$ cat src/rtl/tt_sweep.sv
`default_nettype none
// ---------------------------------------------------------------------------
// tt_sweep : drives all 64 vectors of a 6-input function, captures its truth
//            table, counts ones and compares against an expected table. Rev 1.0
// ---------------------------------------------------------------------------
module tt_sweep #(
   parameter int SETTLE = 0
) (
   input  logic        clk,
   input  logic        rst,
   input  logic        start,
   output logic        x0,
   output logic        x1,
   output logic        x2,
   output logic        x3,
   output logic        x4,
   output logic        x5,
   input  logic        y0,
   input  logic [63:0] exp_tt,
   output logic        busy,
   output logic        done,
   output logic [63:0] tt,
   output logic [6:0]  ones,
   output logic        match
);

   typedef enum logic [1:0] {
      IDLE = 2'd0,
      RUN  = 2'd1,
      DONE = 2'd2
   } state_t;

   localparam logic [3:0] SETTLE_CNT = 4'(SETTLE);

   state_t      state;
   state_t      state_next;
   logic [5:0]  idx;
   logic [3:0]  wait_cnt;
   logic        sample;
   logic        last;
   logic        launch;
   logic [63:0] tt_next;

   assign sample = (state == RUN) && (wait_cnt == SETTLE_CNT);
   assign last   = sample && (idx == 6'd63);
   assign launch = start && (state != RUN);

   always_comb begin
      tt_next      = tt;
      tt_next[idx] = y0;
   end

   always_ff @(posedge clk or posedge rst) begin
      if (rst) state <= IDLE;
      else     state <= state_next;
   end

   always_comb begin
      state_next = state;
      case (state)
         IDLE:    if (start) state_next = RUN;
         RUN:     if (last)  state_next = DONE;
         DONE:    if (start) state_next = RUN;
         default: state_next = IDLE;
      endcase
   end

   // idx returns to 0 on completion so it can drive the x outputs directly.
   always_ff @(posedge clk or posedge rst) begin
      if (rst) begin
         idx      <= 6'd0;
         wait_cnt <= 4'd0;
         busy     <= 1'b0;
         done     <= 1'b0;
         tt       <= 64'd0;
         ones     <= 7'd0;
         match    <= 1'b0;
      end else if (launch) begin
         idx      <= 6'd0;
         wait_cnt <= 4'd0;
         busy     <= 1'b1;
         done     <= 1'b0;
         tt       <= 64'd0;
         ones     <= 7'd0;
         match    <= 1'b0;
      end else if (state == RUN) begin
         if (sample) begin
            tt       <= tt_next;
            ones     <= ones + {6'd0, y0};
            wait_cnt <= 4'd0;
            if (last) begin
               idx   <= 6'd0;
               busy  <= 1'b0;
               done  <= 1'b1;
               match <= (tt_next == exp_tt);
            end else begin
               idx <= idx + 6'd1;
            end
         end else begin
            wait_cnt <= wait_cnt + 4'd1;
         end
      end
   end

   assign {x5, x4, x3, x2, x1, x0} = idx;

endmodule
`default_nettype wire

$ cat config.mk
export PLATFORM = sky130hd
export DESIGN_NAME = tt_sweep
export DESIGN_NICKNAME = d
export VERILOG_FILES = /design/src/rtl/tt_sweep.sv
export SDC_FILE = /design/constraint.sdc
export NUM_CORES = 1
export LEC_CHECK = 0
export ABC_AREA = 1
export CORE_ASPECT_RATIO = 0.5
export CORE_MARGIN = 5
export CORE_UTILIZATION = 40
export CTS_CLUSTER_DIAMETER = 150
export DETAILED_ROUTE_END_ITERATION = 10
export PLACE_DENSITY = 0.74
export SKIP_LAST_GASP = 1
export SYNTH_ARGS = -nofsm -noshare
export SYNTH_HDL_FRONTEND = slang
export SYNTH_SLANG_ARGS = --single-unit
$ cat constraint.sdc
create_clock -name clk -period 2.8 [get_ports clk]
set_input_delay 0.42 -clock clk [delete_from_list [all_inputs] [get_ports clk]]
set_output_delay 0.42 -clock clk [all_outputs]
set_load 0.02 [all_outputs]
==> key figures, run 1 <==
Final layout
  • Final std cells w/o fill: between 1000 and 1500
  • # diodes: 0
  • Area Growth Syn to Fin: 32.9%
  • Nets@finish: ~1200
  • Final instance area: between 8000 and 9000 um2
  • Share of layout cells above drive strength 1: about 6.7%

STA
  • Max-slew violations: 0
  • Slew @ Worst Pin: 0.623 ns
  • Post-route clock period utilization: around 87%
  • Setup_tns: 0 ns
  • Highest Clock Rate: between 400 and 500 MHz
  • Unrepaired setup endpoints after global routing: no
  • Final Skew: between 0.007 and 0.008 ns
  • Setup ws final: 0.356 ns
  • Final-report setup violation count: 0
  • Worst slew margin: between 50 and 60%
  • Crit path time final: between 2 and 2.5 ns
  • Final hold vios: 0

CTS
  • Hold Buf Count CTS: 0
  • TritonCTS clock tree: done
  • CTS clock-pin slew for the worst setup and hold paths: ~0.08 ns
  • CTS resizes: 0
  • # clock sinks: 86
  • Setup Fix Bufs, Post-CTS: 0
  • Root buffer cell: clkbuf_16
  • Bufs on Longest Clock Path: 2
  • H-tree level count: 3
  • Worst-skew pair later-pin latency: approximately 0.36 ns
  • Num CTS Buffers: 9

Floorplan
  • Top Ports: 148
  • Die height: approximately 98 um
  • Die Wd: approximately 190 um
  • Std cell rows: 32
  • Starting Density: roughly 40%
  • Die area: 18100 um2
  • Core region area: ~15000 um2

Place
  • Placed cell area: just under 8000 um2
  • Placement Setup Slack: between 0.3 and 0.4 ns
  • Post-DP HPWL: roughly 18 mm
  • I/O Buffers: roughly 150
  • RePlAce Congestion: around 0.96
  • Placed cells: 1276

Power and ir drop
  • Max IR drop VDD: 0.446 mV
  • Pwr per Cell Area: 952 nW/um2
  • Static Leakage: between 3 and 4 nW

Setup path
  • Cell mode on critical path: nand2_1
  • CP startpoint kind: flop
  • Delay of the slowest critical-path stage: roughly 0.72 ns
  • Worst Setup Path Type: flop to flop
  • WP data arrival: approximately 2.7 ns
  • Reg-to-Reg Start: idx[0]$_DFFE_PP0P_
  • Sequence of cells on the critical path: ha_1, nand2_1, inv_1, nand2_1, nor3_1, buf_4, nand2_1, nor2_1, nand2_1, nor2_1, nand2_1, nor2_1, nand3_1, nand2_1
  • Req. time, crit path: 3.10 ns
  • R2R depth: 14
  • Crit end category: flop
  • Crit path max fanout: 11
  • Critical path origin: idx[0]$_DFFE_PP0P_
  • CP max-delay cell: dfrtp_1
  • Crit path to: match$_DFFE_PP0P_
  • R2R Setup Slk: ~0.36 ns
  • R2R Path End: match$_DFFE_PP0P_

Routing
  • Aggregate routed wire length: around 24 mm
  • Number of vias in the routed layout: between 7000 and 8000
  • Vias per cell: ~5.5
  • Drt wl/cell: about 19 um
  • Initial DRC Count: roughly 740
  • First-pass DRT Iterations: 5
  • Antenna Violating Nets Remaining: 0
  • DRC viols: 0

Flow run
  • Maxcap violations: 0

Global routing
  • Number of global-route vias before repair: between 6000 and 7000
  • Initial antenna violation count: 1
  • GR Overflow Total: 0
  • First-pass GRT wire length: 36.8 mm
  • Largest net degree at the start of global routing: 66
  • Overall Global Routing Usage: approximately 26%

Synth
  • Sequential area share after synthesis: a little over a third
  • Cells after synthesis: 945
  • Number of synthesized register bits: between 80 and 90
  • Avg Cell Area, Syn: about 6.5 um2
  • Synth Net Count: between 1000 and 1500
  • Cell Area, Synth: 6140 um2
  • Unique masters post-synth: 34
  • YS warnings: 0

Hold path
  • Hold Path Class: primary input to asynchronous set/reset pin

Status
  • Status: completed
## flip-flops by register name (all words and copies together), names as in the netlist
register	count
idx	6
done	1
busy	1
tt	64
wait_cnt	4
state	2
ones	7
match	1
## report_power, final
part / internal, mW / leakage [nW] / switching [mW]
Sequential: 1.68 / 1.17 / 0.431
Clock: 0.626 / 0.137 / 0.616
Combinational: 1.64 / 2.36 / 2.77
Total: 3.95 / 3.67 / 3.82
## kinds of logic after synthesis
family | share of synthesized area, %
compound gates | 12.1
xor+xnor | 0.428
fa+ha+maj | 1.02
buf+inv | 10.7
flops | 35.0
simple gates | 40.7
## cell usage after synthesis
cell	count	area share (%)
a211oi_1	1	0.12
a21oi_1	9	0.73
a22o_1	2	0.29
a31oi_1	1	0.10
and2_1	2	0.20
buf_1	2	0.12
buf_2	11	0.90
buf_4	9	1.1
buf_6	1	0.18
clkbuf_1	20	1.2
dfrtp_1	86	35
ha_1	5	1.0
inv_1	106	6.5
inv_2	12	0.73
nand2_1	308	19
nand2_2	4	0.41
nand3_1	126	10
nand3_2	4	0.65
nand3_4	1	0.29
nand3b_1	30	3.7
nand4_1	2	0.20
nor2_1	60	3.7
nor2_2	5	0.51
nor2_4	6	1.1
nor3_1	6	0.49
nor3_2	1	0.16
nor3b_1	1	0.12
nor4_1	1	0.10
o211ai_1	7	0.86
o21a_1	1	0.12
o21ai_0	54	4.4
o21ai_1	20	1.6
o22ai_1	38	3.9
xor2_1	3	0.43
## how the worst min path moves through the flow
stage                              start                      end  slack [ns]  cells past startpoint
floorplan           state[0]$_DFFE_PP0P_     state[0]$_DFFE_PP0P_        0.44                      1
global placement    state[0]$_DFFE_PP0P_     state[0]$_DFFE_PP0P_        0.45                      1
detailed placement      done$_DFFE_PP0P_         done$_DFFE_PP0P_        0.48                      2
CTS                                  rst  wait_cnt[0]$_DFFE_PP0P_        0.40                      2
global route                         rst  wait_cnt[1]$_DFFE_PP0P_        0.41                      2
finish                               rst     state[0]$_DFFE_PP0P_        0.39                      2
## final cells by class
type	instances	area, um2
fill	1495	7050
tap	204	255
timing repair buffer	170	1690
sequential	86	2150
multi-input combinational	698	3330
clock buffer	9	225
clock inverter	7	63.8
inverter	118	444
## critical path, delay by kind of cell (launching register included)
family	cells	cell delay [ns]
and+or+nand+nor	11	1.14
DFF	1	0.72
adders and majority gates	1	0.27
buffers and inverters	2	0.27
## layer usage
metal  vias to the layer above  GRT usage, %  share of wire [%]
met1                      3354          37.4                 44
met3                        33          7.07                 11
met5                         -             0              0.029
li1                       3358             -                  -
met2                       362          38.4                 44
met4                         2          6.43                1.5
## cells in the final DEF, fill, tap and decap left out, types with 6 or more instances in the layout
master	synthesis	layout
a21oi_1	9	9
buf_4	9	19
clkbuf_16	0	9
clkdlybuf4s50_1	0	147
dfrtp_1	86	86
inv_1	106	105
inv_2	12	12
nand2_1	308	308
nand3_1	126	126
nand3b_1	30	30
nor2_1	60	60
nor2_4	6	6
nor3_1	6	6
o211ai_1	7	7
o21ai_0	54	54
o21ai_1	20	20
o22ai_1	38	38
## metrics by stage
stage | util [%] | hold slack (ns) | total power [mW]
after floorplan | - | 0.436 | 4.68
after global placement | 51.8 | 0.454 | 6.40
after detailed placement | 51.8 | 0.483 | 6.47
after CTS | 53.7 | 0.401 | 7.73
after global routing | 53.7 | 0.411 | 8.26
final | 53.7 | 0.386 | 7.77
Note: power is estimated with default switching activity, not from simulation.
==> inputs of run 2 (changes only) <==
--- a/config.mk
+++ b/config.mk
@@ -6,6 +6,7 @@
 export NUM_CORES = 1
 export LEC_CHECK = 0
 export ABC_AREA = 1
+export ABC_CLOCK_PERIOD_IN_PS = 2800
 export CORE_ASPECT_RATIO = 0.5
 export CORE_MARGIN = 5
 export CORE_UTILIZATION = 40
==> results of run 2 <==
The final DEF is identical to that of run 1; final timing and power are the same.
==> inputs of run 3 (changes only) <==
--- a/config.mk
+++ b/config.mk
@@ -12,6 +12,7 @@
 export CORE_UTILIZATION = 40
 export CTS_CLUSTER_DIAMETER = 150
 export DETAILED_ROUTE_END_ITERATION = 10
+export GPL_ROUTABILITY_DRIVEN = 0
 export PLACE_DENSITY = 0.74
 export SKIP_LAST_GASP = 1
 export SYNTH_ARGS = -nofsm -noshare
==> run 3 against run 2 <==
Effect of this change: non-clock buffer count shrank 4; sequential power about the same; power rose by 0.69%; critical path type unchanged; largest cell class unchanged.
==> key figures, run 3 (synthesized netlist as in run 1, its figures left out) <==
Flow run
  • Maxcap violations: 0 (unchanged)

Setup path
  • R2R Setup Slk: 0.20 ns (-0.16 ns)
  • R2R depth: 13 (-1)
  • Sequence of cells on the critical path: nand3_2, inv_2, nand2_1, nand2_1, nand3_1, nand2_1, nor2_1, nand2_1, nor2_1, nand2_1, nor2_1, nand3_1, nand2_1
  • R2R Path End: match$_DFFE_PP0P_
  • Cell mode on critical path: nand2_1
  • Req. time, crit path: 3.05 ns (-0.05 ns)
  • CP max-delay cell: dfrtp_1
  • Crit path max fanout: 13 (+2)
  • Crit end category: flop
  • Reg-to-Reg Start: idx[3]$_DFFE_PP0P_
  • Delay of the slowest critical-path stage: 0.77 ns (+0.05 ns)
  • CP bufs+invs: 1 (-1)
  • Worst Setup Path Type: flop to flop
  • Cell type group with the largest total delay on the critical path: simple AND/OR/NAND/NOR gates
  • CP startpoint kind: flop
  • WP data arrival: 2.85 ns (+0.11 ns)

Routing
  • Drt wl/cell: 18.0 um (-2.8%)
  • Number of vias in the routed layout: 7193 (+1.2%)
  • DRC viols: 0 (unchanged)
  • First-pass DRT Iterations: 6 (+1)
  • Initial DRC Count: 910 (+24%)
  • Antenna Violating Nets Remaining: 0 (unchanged)
  • Vias per cell: 5.58 (+1.5%)
  • Aggregate routed wire length: 23.2 mm (-3.1%)

Global routing
  • Overall Global Routing Usage: 25.0% (-0.90 points)
  • Largest net degree at the start of global routing: 51 (-23%)
  • First-pass GRT wire length: 35.8 mm (-2.6%)
  • Number of global-route vias before repair: 6687 (+0.030%)
  • Initial antenna violation count: 0 (-1)
  • GR Overflow Total: 0 (unchanged)

Final layout
  • Fin util: 53.5% (-0.16 points)
  • Fillcell total: 1445 (-3.3%)
  • # diodes: 0 (unchanged)
  • Final std cells w/o fill: 1288 (-0.31%)
  • Largest register FFs: 64 (unchanged)
  • Most flops, register: tt
  • Nets@finish: 1152 (-0.35%)
  • Share of layout cells above drive strength 1: 6.37% (-0.34 points)
  • Most common cell after layout, fill and taps aside: nand2_1
  • Final instance area: 8140 um2 (-0.29%)
  • Top Registers: tt (64), ones (7), idx (6)
  • Area Growth Syn to Fin: 32.6%
  • Most frequent cells in the layout: 308 x nand2_1, 147 x clkdlybuf4s50_1, 126 x nand3_1

Power and ir drop
  • Sequential power share: 27.2% (about the same)
  • Net switching power: 3.75 mW (-1.8%)
  • Logic pwr share: 55.8% (-1.0 points)
  • Max IR drop VDD: 0.454 mV (+1.7%)
  • Switch share: 48.0% (-1.2 points)
  • Pwr per Cell Area: 961 nW/um2 (+0.99%)
  • Static Leakage: 3.66 nW (-0.28%)
  • Internal cell power: 4.07 mW (+3.1%)
  • Clk pwr share: 17.0% (+1.0 points)

Place
  • Placed cell area: 7820 um2 (-0.70%)
  • Placed cells: 1272 (-0.31%)
  • I/O Buffers: 147 (unchanged)
  • Placement Setup Slack: 0.309 ns (-0.0700 ns)
  • Post-DP HPWL: 17.2 mm (-1.8%)

STA
  • Setup ws final: 0.198 ns (-0.157 ns)
  • Highest Clock Rate: 384 MHz (-6.1%)
  • Setup_tns: 0 ns (unchanged)
  • Max-slew violations: 0 (unchanged)
  • Final hold vios: 0 (unchanged)
  • Worst slew margin: 56.2% (-2.2 points)
  • Final-report setup violation count: 0 (unchanged)
  • Crit path time final: 2.60 ns (+0.157 ns)
  • Unrepaired setup endpoints after global routing: no
  • Post-route clock period utilization: 92.9% (+5.6 points)
  • Final Skew: 0.00834 ns (+0.000517 ns)
  • Slew @ Worst Pin: 0.657 ns (+0.0347 ns)

Floorplan
  • Core region area: 15200 um2 (unchanged)
  • Die Wd: 185 um (unchanged)
  • Die height: 97.6 um (unchanged)
  • Top Ports: 148 (unchanged)
  • Std cell rows: 32 (unchanged)
  • Die area: 18100 um2 (unchanged)
  • Starting Density: 40.4% (unchanged)

Status
  • Status: completed

CTS
  • Hold Buf Count CTS: 0 (unchanged)
  • Bufs on Longest Clock Path: 2 (unchanged)
  • Root buffer cell: clkbuf_16
  • # clock sinks: 86 (unchanged)
  • CTS clock-pin slew for the worst setup and hold paths: 0.07 ns (about the same)
  • H-tree level count: 3 (unchanged)
  • CTS resizes: 0 (unchanged)
  • Setup Fix Bufs, Post-CTS: 0 (unchanged)
  • Worst-skew pair later-pin latency: 0.36 ns (about the same)
  • Num CTS Buffers: 9 (unchanged)
  • TritonCTS clock tree: done

Hold path
  • Hold Path Class: primary input to asynchronous set/reset pin
run 3: power by group through the flow:
stage               Combinational [mW]  Sequential, mW  Clock (mW)
detailed placement                4.29            2.14           0
floorplan                         2.19            2.49           0
CTS                               4.31            2.12        1.32
global route                      4.73            2.19        1.37
finish                            4.37            2.13        1.33
global placement                  4.21            2.13           0
run 3: how the worst max path moves through the flow:
stage                            start           endpoint  slack, ns  cells past startpoint
detailed placement                  y0  match$_DFFE_PP0P_       0.31                     12
global placement                    y0  match$_DFFE_PP0P_       0.33                     12
CTS                 idx[3]$_DFFE_PP0P_  match$_DFFE_PP0P_       0.34                     12
floorplan                          rst   busy$_DFFE_PP0P_       0.16                      1
global route        idx[3]$_DFFE_PP0P_  match$_DFFE_PP0P_       0.02                     12
finish              idx[3]$_DFFE_PP0P_  match$_DFFE_PP0P_       0.20                     13
run 3: routing by layer:
metal,up-vias,share of wire [%],GRT usage [%]
met5,-,0,0
met4,0,2.2,6.20
met3,53,13,6.96
met2,442,45,38.8
met1,3338,41,34.6
li1,3360,-,-
run 3: area by class of cell:
| class | count | area [um2] | area share, % |
|---|---|---|---|
| Timing Repair Buffer | 166 | 1640 | 20.1 |
| Clock buffer | 12 | 267 | 3.27 |
| Sequential cell | 86 | 2150 | 26.4 |
| Multi-Input combinational cell | 698 | 3330 | 40.9 |
| Tap cell | 204 | 255 | 3.14 |
| Inverter | 118 | 444 | 5.46 |
| Clock inverter | 4 | 53.8 | 0.661 |
run 3: through the flow:
stage          hold slack [ns]  power [mW]
6_report                 0.442        7.82
3_5_place_dp             0.460        6.42
3_3_place_gp             0.458        6.33
2_1_floorplan            0.436        4.68
4_1_cts                  0.471        7.75
5_1_grt                  0.511        8.29
run 3: worst reg2reg max path: stages (launching register included):
cell     delay, ns
dfrtp_1       0.77
nand3_2       0.42
inv_2         0.33
nand2_1       0.11
nand2_1       0.11
nand3_1       0.09
nand2_1       0.22
nor2_1        0.08
nand2_1       0.08
nor2_1        0.06
nand2_1       0.07
nor2_1        0.04
nand3_1       0.07
nand2_1       0.05
